`src/rtl/obc_bitslice_accum.sv`:
```
// obc_bitslice_accum: bit-serial front/back end for the OBC distributed-arithmetic
// ROM stage of a 16-point DFT. Serialises 16 samples MSB-first onto the ROM
// address bits, shift-accumulates the returned ROM sum, adds the OBC offset
// and presents the result on a valid/ready handshake.
// Optional build macro: OBC_ROM_PIPE_EN -- ROM stage output is registered, so
// rom_in lags slice_out by one cycle; a one-cycle drain is added to SHIFT.
module obc_bitslice_accum #(
    parameter int DW = 16,
    parameter int RW = 32,
    parameter int AW = 48
) (
    input  logic              clk,
    input  logic              rst,
    input  logic              in_valid,
    output logic              in_ready,
    input  logic [16*DW-1:0]  x_in,
    input  logic [RW-1:0]     offset,
    output logic [15:0]       slice_out,
    output logic              m_out,
    input  logic [RW-1:0]     rom_in,
    output logic              out_valid,
    input  logic              out_ready,
    output logic [AW-1:0]     y_out,
    output logic              busy
);
    localparam int CW = (DW > 1) ? $clog2(DW) : 1;

    typedef enum logic [1:0] {IDLE, SHIFT, DONE} state_t;

    state_t             state;
    logic [16*DW-1:0]   samp;
    logic [RW-1:0]      off_q;
    logic [AW-1:0]      acc;
    logic [CW-1:0]      cnt;
    logic [AW-1:0]      rom_x;
    logic [AW-1:0]      off_x;
    logic [AW-1:0]      acc_nxt;
`ifdef OBC_ROM_PIPE_EN
    logic               first;
    logic               drain;
`endif

    // Gather bit b of every sample into one 16-bit ROM address slice
    function automatic logic [15:0] slice_at(input logic [16*DW-1:0] v, input logic [CW-1:0] b);
        logic [15:0] s;
        s = '0;
        for (int k = 0; k < 16; k++) s[k] = v[k*DW + int'(b)];
        return s;
    endfunction

    // Sign extension of the ROM sum and offset, and the shift-accumulate step
    always_comb begin
        rom_x   = {{(AW-RW){rom_in[RW-1]}}, rom_in};
        off_x   = {{(AW-RW){off_q[RW-1]}}, off_q};
        acc_nxt = {acc[AW-2:0], 1'b0} + rom_x;
    end

    // Control FSM with registered outputs and datapath registers
    always_ff @(posedge clk) begin
        if (rst) begin
            state     <= IDLE;
            in_ready  <= 1'b1;
            out_valid <= 1'b0;
            y_out     <= '0;
            slice_out <= '0;
            m_out     <= 1'b0;
            busy      <= 1'b0;
            acc       <= '0;
            cnt       <= '0;
            samp      <= '0;
            off_q     <= '0;
`ifdef OBC_ROM_PIPE_EN
            first     <= 1'b0;
            drain     <= 1'b0;
`endif
        end else begin
            case (state)
                IDLE: begin
                    if (in_valid && in_ready) begin
                        samp      <= x_in;
                        off_q     <= offset;
                        acc       <= '0;
                        cnt       <= CW'(DW-1);
                        // first slice (sign bits) is presented on the first SHIFT cycle
                        slice_out <= slice_at(x_in, CW'(DW-1));
                        m_out     <= 1'b1;
                        in_ready  <= 1'b0;
                        busy      <= 1'b1;
`ifdef OBC_ROM_PIPE_EN
                        first     <= 1'b1;
                        drain     <= 1'b0;
`endif
                        state     <= SHIFT;
                    end
                end
                SHIFT: begin
`ifdef OBC_ROM_PIPE_EN
                    // rom_in on the first cycle belongs to no slice and is dropped
                    if (!first) acc <= acc_nxt;
                    first <= 1'b0;
                    if (drain) begin
                        y_out     <= acc_nxt + off_x;
                        out_valid <= 1'b1;
                        state     <= DONE;
                    end else if (cnt == '0) begin
                        // last slice was driven; one more cycle to collect its ROM sum
                        drain     <= 1'b1;
                        slice_out <= '0;
                        m_out     <= 1'b0;
                    end else begin
                        cnt       <= cnt - 1'b1;
                        slice_out <= slice_at(samp, cnt - 1'b1);
                        m_out     <= 1'b0;
                    end
`else
                    acc <= acc_nxt;
                    if (cnt == '0) begin
                        y_out     <= acc_nxt + off_x;
                        out_valid <= 1'b1;
                        slice_out <= '0;
                        m_out     <= 1'b0;
                        state     <= DONE;
                    end else begin
                        cnt       <= cnt - 1'b1;
                        slice_out <= slice_at(samp, cnt - 1'b1);
                        m_out     <= 1'b0;
                    end
`endif
                end
                DONE: begin
                    // new input only becomes acceptable the cycle after the output handshake
                    if (out_ready) begin
                        out_valid <= 1'b0;
                        in_ready  <= 1'b1;
                        busy      <= 1'b0;
                        state     <= IDLE;
                    end
                end
                default: state <= IDLE;
            endcase
        end
    end
endmodule

```
`config.mk`:
```
export PLATFORM = sky130hd
export DESIGN_NAME = obc_bitslice_accum
export DESIGN_NICKNAME = d
export VERILOG_FILES = /design/src/rtl/obc_bitslice_accum.sv
export SDC_FILE = /design/constraint.sdc
export NUM_CORES = 1
export LEC_CHECK = 0
export CORE_AREA = 2 2 209 211
export CTS_CLUSTER_SIZE = 25
export DETAILED_ROUTE_END_ITERATION = 7
export DIE_AREA = 0 0 211 213
export DONT_BUFFER_PORTS = 1
export PLACE_DENSITY = 0.67
export SETUP_SLACK_MARGIN = 0.02
export SLEW_MARGIN = 20
export SYNTH_ARGS = -nofsm -noshare
export SYNTH_HDL_FRONTEND = slang
export SYNTH_SLANG_ARGS = --single-unit
```
`constraint.sdc`:
```
create_clock -name clk -period 9.42 [get_ports clk]
set_input_delay 1.884 -clock clk [delete_from_list [all_inputs] [get_ports clk]]
set_output_delay 1.884 -clock clk [all_outputs]
set_load 0.02 [all_outputs]
```
**Yosys cells after proc, flatten, opt, wreduce, memory -nomap -nowiden**

Cells that the tools add are included.

- Memories: 0
- Logic and storage cells: 132
- ROM bits: 0
- Output and inout port bits: 68
- Bits of input ports: 324
- RAM bits: 0
- Bits in latches: 0
- Flip-flop bits (word level): 409

- Multiplexer cells: 68
- Order comparisons: 16
- Reduce and logical (&&, ||, !) cells: 13
- Add/sub/neg operators: 18
- Equal/unequal tests: 6
- Multiply operators: 0
- Divide/modulo/power cells: 0
- Shifts and indexed selects: 0
- Bitwise logic cells: 0

Operator list:

| cell | number |
|---|---|
| 1-bit binary-select mux with 8-bit select | 15 |
| 48-bit adder | 2 |
| 47-bit case mux with 2 select lines | 1 |
| 8-bit by 4-bit adder with 9-bit output (first input constant) | 8 |
| 9-bit less-than comparator (second input constant) | 8 |
| 47-bit two-way mux | 1 |
| 8-bit by 9-bit less-than comparator with 1-bit output (second input constant) | 4 |
| 1-bit two-way mux | 36 |
| 7-bit by 4-bit adder with 8-bit output (first input constant) | 4 |
| 16-bit two-way mux | 2 |
| 16-bit case mux with 2 select lines | 1 |
| 7-bit by 9-bit less-than comparator with 1-bit output (second input constant) | 2 |
| 6-bit by 4-bit adder with 7-bit output (first input constant) | 2 |
| 3-bit AND reduction | 4 |
| 4-bit by 9-bit less-than comparator with 1-bit output (second input constant) | 1 |
| 6-bit by 9-bit less-than comparator with 1-bit output (second input constant) | 1 |
| 4-bit two-way mux | 2 |
| 2-bit inequality test (second input constant) | 4 |
| 1-bit case mux with 2 select lines | 4 |
| 4-bit case mux with 2 select lines | 1 |
| 5-bit by 4-bit adder with 6-bit output (first input constant) | 1 |
| 2-bit two-way mux | 3 |
| 2-bit case mux with 3 select lines | 1 |
| 2-bit AND reduction | 3 |
| 8 further kinds | 10 |

**Logic depth before layout (Yosys ltp)**

- Depth in word-level cells: 7
- Mapped depth: 25
- Mapped depth without buffers: 25

**Worst setup path before layout**

OpenSTA, ideal clock, no wires.

- Kind: in2reg
- Start: input rom_in[1]
- End: register y_out[47]
- Setup slack: 3142 ps
- Arrival: 6216 ps
- Path buffers: 0
- Required time: 9358 ps
- Stages: 25
- Library setup time: 62 ps
- Cells stage by stage: ha_1 -> inv_1 -> fa_1 -> nand2b_1 -> a21oi_1 -> o21ai_0 -> o31ai_1 -> and2_1 -> a41oi_1 -> nand2b_1 -> nand2b_1 -> a21oi_1 -> xnor2_1 -> ha_1 -> nand4_1 -> o21ai_0 -> o221ai_1 -> nand2_1 -> o21ai_1 -> o21ai_1 -> o21a_1 -> o41ai_2 -> xnor2_1 -> or3_1 -> nand3_1

- Cells in the longest elaborated chain, start to end: 2

RTL lines:

| element | line | text |
|---|---|---|
| start: declaration | 20 | `input logic [RW-1:0] rom_in,` |
| 48-bit adder | 55 | `acc_nxt = {acc[AW-2:0], 1'b0} + rom_x;` |
| 48-bit adder | 118 | `y_out <= acc_nxt + off_x;` |
| end signal: assignment | 118 |  |
| end: declaration | 23 | `output logic [AW-1:0] y_out,` |

Every way passes these cells.
A chain may end at the register's enable or synchronous reset.

**Worst setup path after layout**

Ends and elaborated chain as after synthesis.

==> summary.md <==
| Metric | Value |
|---|---|
| CP peak stage delay | 610 ps |
| P_leak | 8.689 nW |
| Total track usage | a little over a quarter |
| Crit. End Element | flip-flop |
| DR vias | 18,120 |
| Clock Latency Late Sink | 600 ps |
| Synth warnings | 0 |
| Slew Viols, Final | 227 |
| Worst slack, placed | 2225 ps |
| CTS root buffer | clkbuf_16 |
| Largest net degree at the start of global routing | 391 |
| CTS tree | built |
| Core ar. | 42,700 um^2 |
| Total congestion overflow | 0 |
| Hold slack | 449.7 ps |
| Syn_area_per_cell | 8.129 um^2 |
| CP max-delay cell | o31ai_1 |
| Final cell count without fillers | 3,057 |
| Largest fanout on the critical path | 6 |
| Placed Cells | 2,973 |
| DRC | 0 |
| Setup Buffers After CTS | 0 |
| RSZ-0062 raised after global routing | false |
| Final Wtd Congestion | 0.9184 |
| First-pass GRT wire length | 93,650 um |
| Vias in the first global route | 17,290 |
| Fmax | between 0.15 and 0.2 GHz |
| CP Data Arrival Time | 7170 ps |
| Register area share after synthesis | 38.92% |
| Post-route ant nets | 0 |
| Worst EP required | approximately 10000 ps |
| Setup violations, final | 0 |
| Die Ht | 213 um |
| DR vias/cell | between 5 and 6 |
| Initial Util | 49.28% |
| Fillers | 4,062 |
| Hold Crit Class | reg2reg |
| CTS Sinks | 409 |
| CTS Buffer Depth | 3 |
| Post_cts resized | 0 |
| Nets | 2,898 |
| Post-synth top area share | 38.92% |
| DPL Wire Length | approximately 42,000 um |
| Top post-synthesis cells by area | dfxtp_1 (39%), nand2_1 (13%), a21oi_1 (11%) |
| Synthesized instance count | ~2,600 |
| CP delay by family, top | compound AO/OA/AOI/OAI gates |
| Layout area overhead | 8.248% |
| Failing checks | slew limit |
| Final hold violations | 0 |
| IO buf count | 0 |
| Buf+Inv Stages, Crit Path | 1 |
| Max_cap viols | 0 |
| Synth unique cells | 69 |
| Syn Nets | 3,012 |
| Initial antenna violation count | 5 |
| Max_slew headroom | -25.00% |
| CTS Buf Count | 45 |
| Status | finished with violations |
| Worst Clk Skew | 25.18 ps |
| Number of enable flip-flop cells after synthesis | 0 |
| Cell mode on critical path | nand2b_1 |
| Wire length per cell | just under 20 um |
| Hold_buf cts | 0 |
| Total Wirelength | 60,440 um |
| I/O Pins | 392 |
| Cell Pwr Density | 231.0 nW/um^2 |
| Worst-margin pin slew | 1875 ps |
| Clock transition at path regs | 60 ps |
| Die ar. | roughly 45,000 um^2 |
| Cell row count | 76 |
| Synthesized area | 21,040 um^2 |
| Kind of critical path | in2reg |
| Fin Setup TNS | 0 ps |
| First-iteration detailed-routing DRC count | 1,384 |
| Prevailing post-synth register cell | dfxtp_1 |
| DRT Pass-1 Iters | 7 |
| Max H-tree Level | 2 |
| Synth area leader | dfxtp_1 |
| Layout cell share with drive strength beyond 1 | 7.652% |
| Crit start category | input port |
| Post-layout minimum cycle time | approximately 6600 ps |
| Async set or reset register ratio after synthesis | 0% |
| Die Span X | roughly 210 um |
| Total design power | 5.262 mW |
| Tcrit/Tclk final | 70.56% |
| PnR worst setup slack | 2773 ps |
| Peak VDD IR | 0.1840 mV |
| FF+latch count, synth | 409 |
-- placed cells by master (no fill, tap or decap), types with 4 or more instances in the layout --
master     instances
nand4_1           26
inv_1             24
a211oi_1          24
a21o_1            43
clkbuf_8           7
o21ai_0           72
a31oi_1           10
clkbuf_1          10
a41oi_1            6
clkinv_2           5
a21oi_1          458
ha_1              97
nand3_1           49
nand2b_1          27
clkbuf_16         45
inv_6              6
or4_1              4
o21bai_1          24
xor2_1            29
and2_1             7
nor3_1            10
nor2b_1           13
o211ai_1           6
nand2_1          735
nand3b_1           5
a221oi_1           7
o21a_1             9
mux4_2            80
dfxtp_1          408
xnor2_1           46
o31ai_1            6
or3_1              6
o221ai_1           4
o21ai_1            5
buf_4             15
and3_1            13
nor2_1            81
bufinv_16          4
a22o_1            18
-- state kept, by name, summed over array words and instances, names as in the netlist --
signal / cells
in_ready: 1
acc: 47
busy: 1
cnt: 4
off_q: 32
m_out: 1
samp: 256
state: 2
y_out: 48
out_valid: 1
slice_out: 16
-- metal layers --
layer	part of all wire (%)	global-route usage, %
met3	8.0	7.486
met2	46	42.77
met1	43	33.22
met4	3.1	9.422
met5	0.073	0
-- logic make-up (layout without fill, tap and decap cells) --
group	Yosys count	count (layout)	synth area share, %
buffers and inverters	202	123	3.640
flip-flops	409	409	38.92
multiplexers	82	82	8.659
adder cells (fa/ha/maj)	100	100	6.018
other	0	2	0
AND/OR/NAND/NOR	994	994	19.67
XOR/XNOR	77	77	3.205
AO/OA/AOI/OAI	724	724	19.89
-- layout make-up --
class / count / area, um^2 / area share (%)
multi-input combinational: 1977 / 12130 / 53.25
antenna: 2 / 5.005 / 0.02198
inverter: 24 / 90.09 / 0.3956
clock inverter: 20 / 281.5 / 1.236
tap: 546 / 683.2 / 3.000
clock buffer: 62 / 1260 / 5.532
timing repair buffer: 17 / 135.1 / 0.5933
sequential: 409 / 8192 / 35.97
-- through the flow --
stage          util, %  cell area, um^2
2_1_floorplan        -            21040
6_report         53.34            22770
3_5_place_dp     49.70            21220
4_1_cts          53.31            22760
3_3_place_gp     49.70            21220
5_1_grt          53.34            22770
-- path summary, 6_finish.rpt --
| path | start | to | slack, ps | depth (start not counted) |
|---|---|---|---|---|
| worst max-delay path | rom_in[1] | y_out[47]$_SDFFE_PP0P_ | 2770 | 25 |
| worst min-delay path | samp[108]$_SDFFE_PP0P_ | samp[108]$_SDFFE_PP0P_ | 450 | 2 |
| worst max register to register | acc[0]$_SDFFE_PP0P_ | y_out[47]$_SDFFE_PP0P_ | 3710 | 25 |
| worst min register to register | samp[108]$_SDFFE_PP0P_ | samp[108]$_SDFFE_PP0P_ | 450 | 2 |
-- power breakdown --
part	leakage, nW	total [mW]	switching (mW)	internal, mW
registers	3.34	2.06	0.162	1.89
logic	4.60	1.38	0.834	0.546
clock network	0.747	1.83	0.765	1.06
-- worst min-delay path, stage by stage (launching register included) --
cell	delay, ps
dfxtp_1	300
nand2_1	50
a21oi_1	50
-- Yosys cell counts, types with 26 or more instances --
cell,number
clkbuf_1,167
a21o_1,43
nand4_1,26
mux4_2,80
a21oi_1,458
xnor2_1,48
nor2_1,82
ha_1,98
dfxtp_1,409
nand2_1,735
xor2_1,29
o21ai_0,72
nand3_1,49
nand2b_1,28
Power figures use the tool's default switching activity.
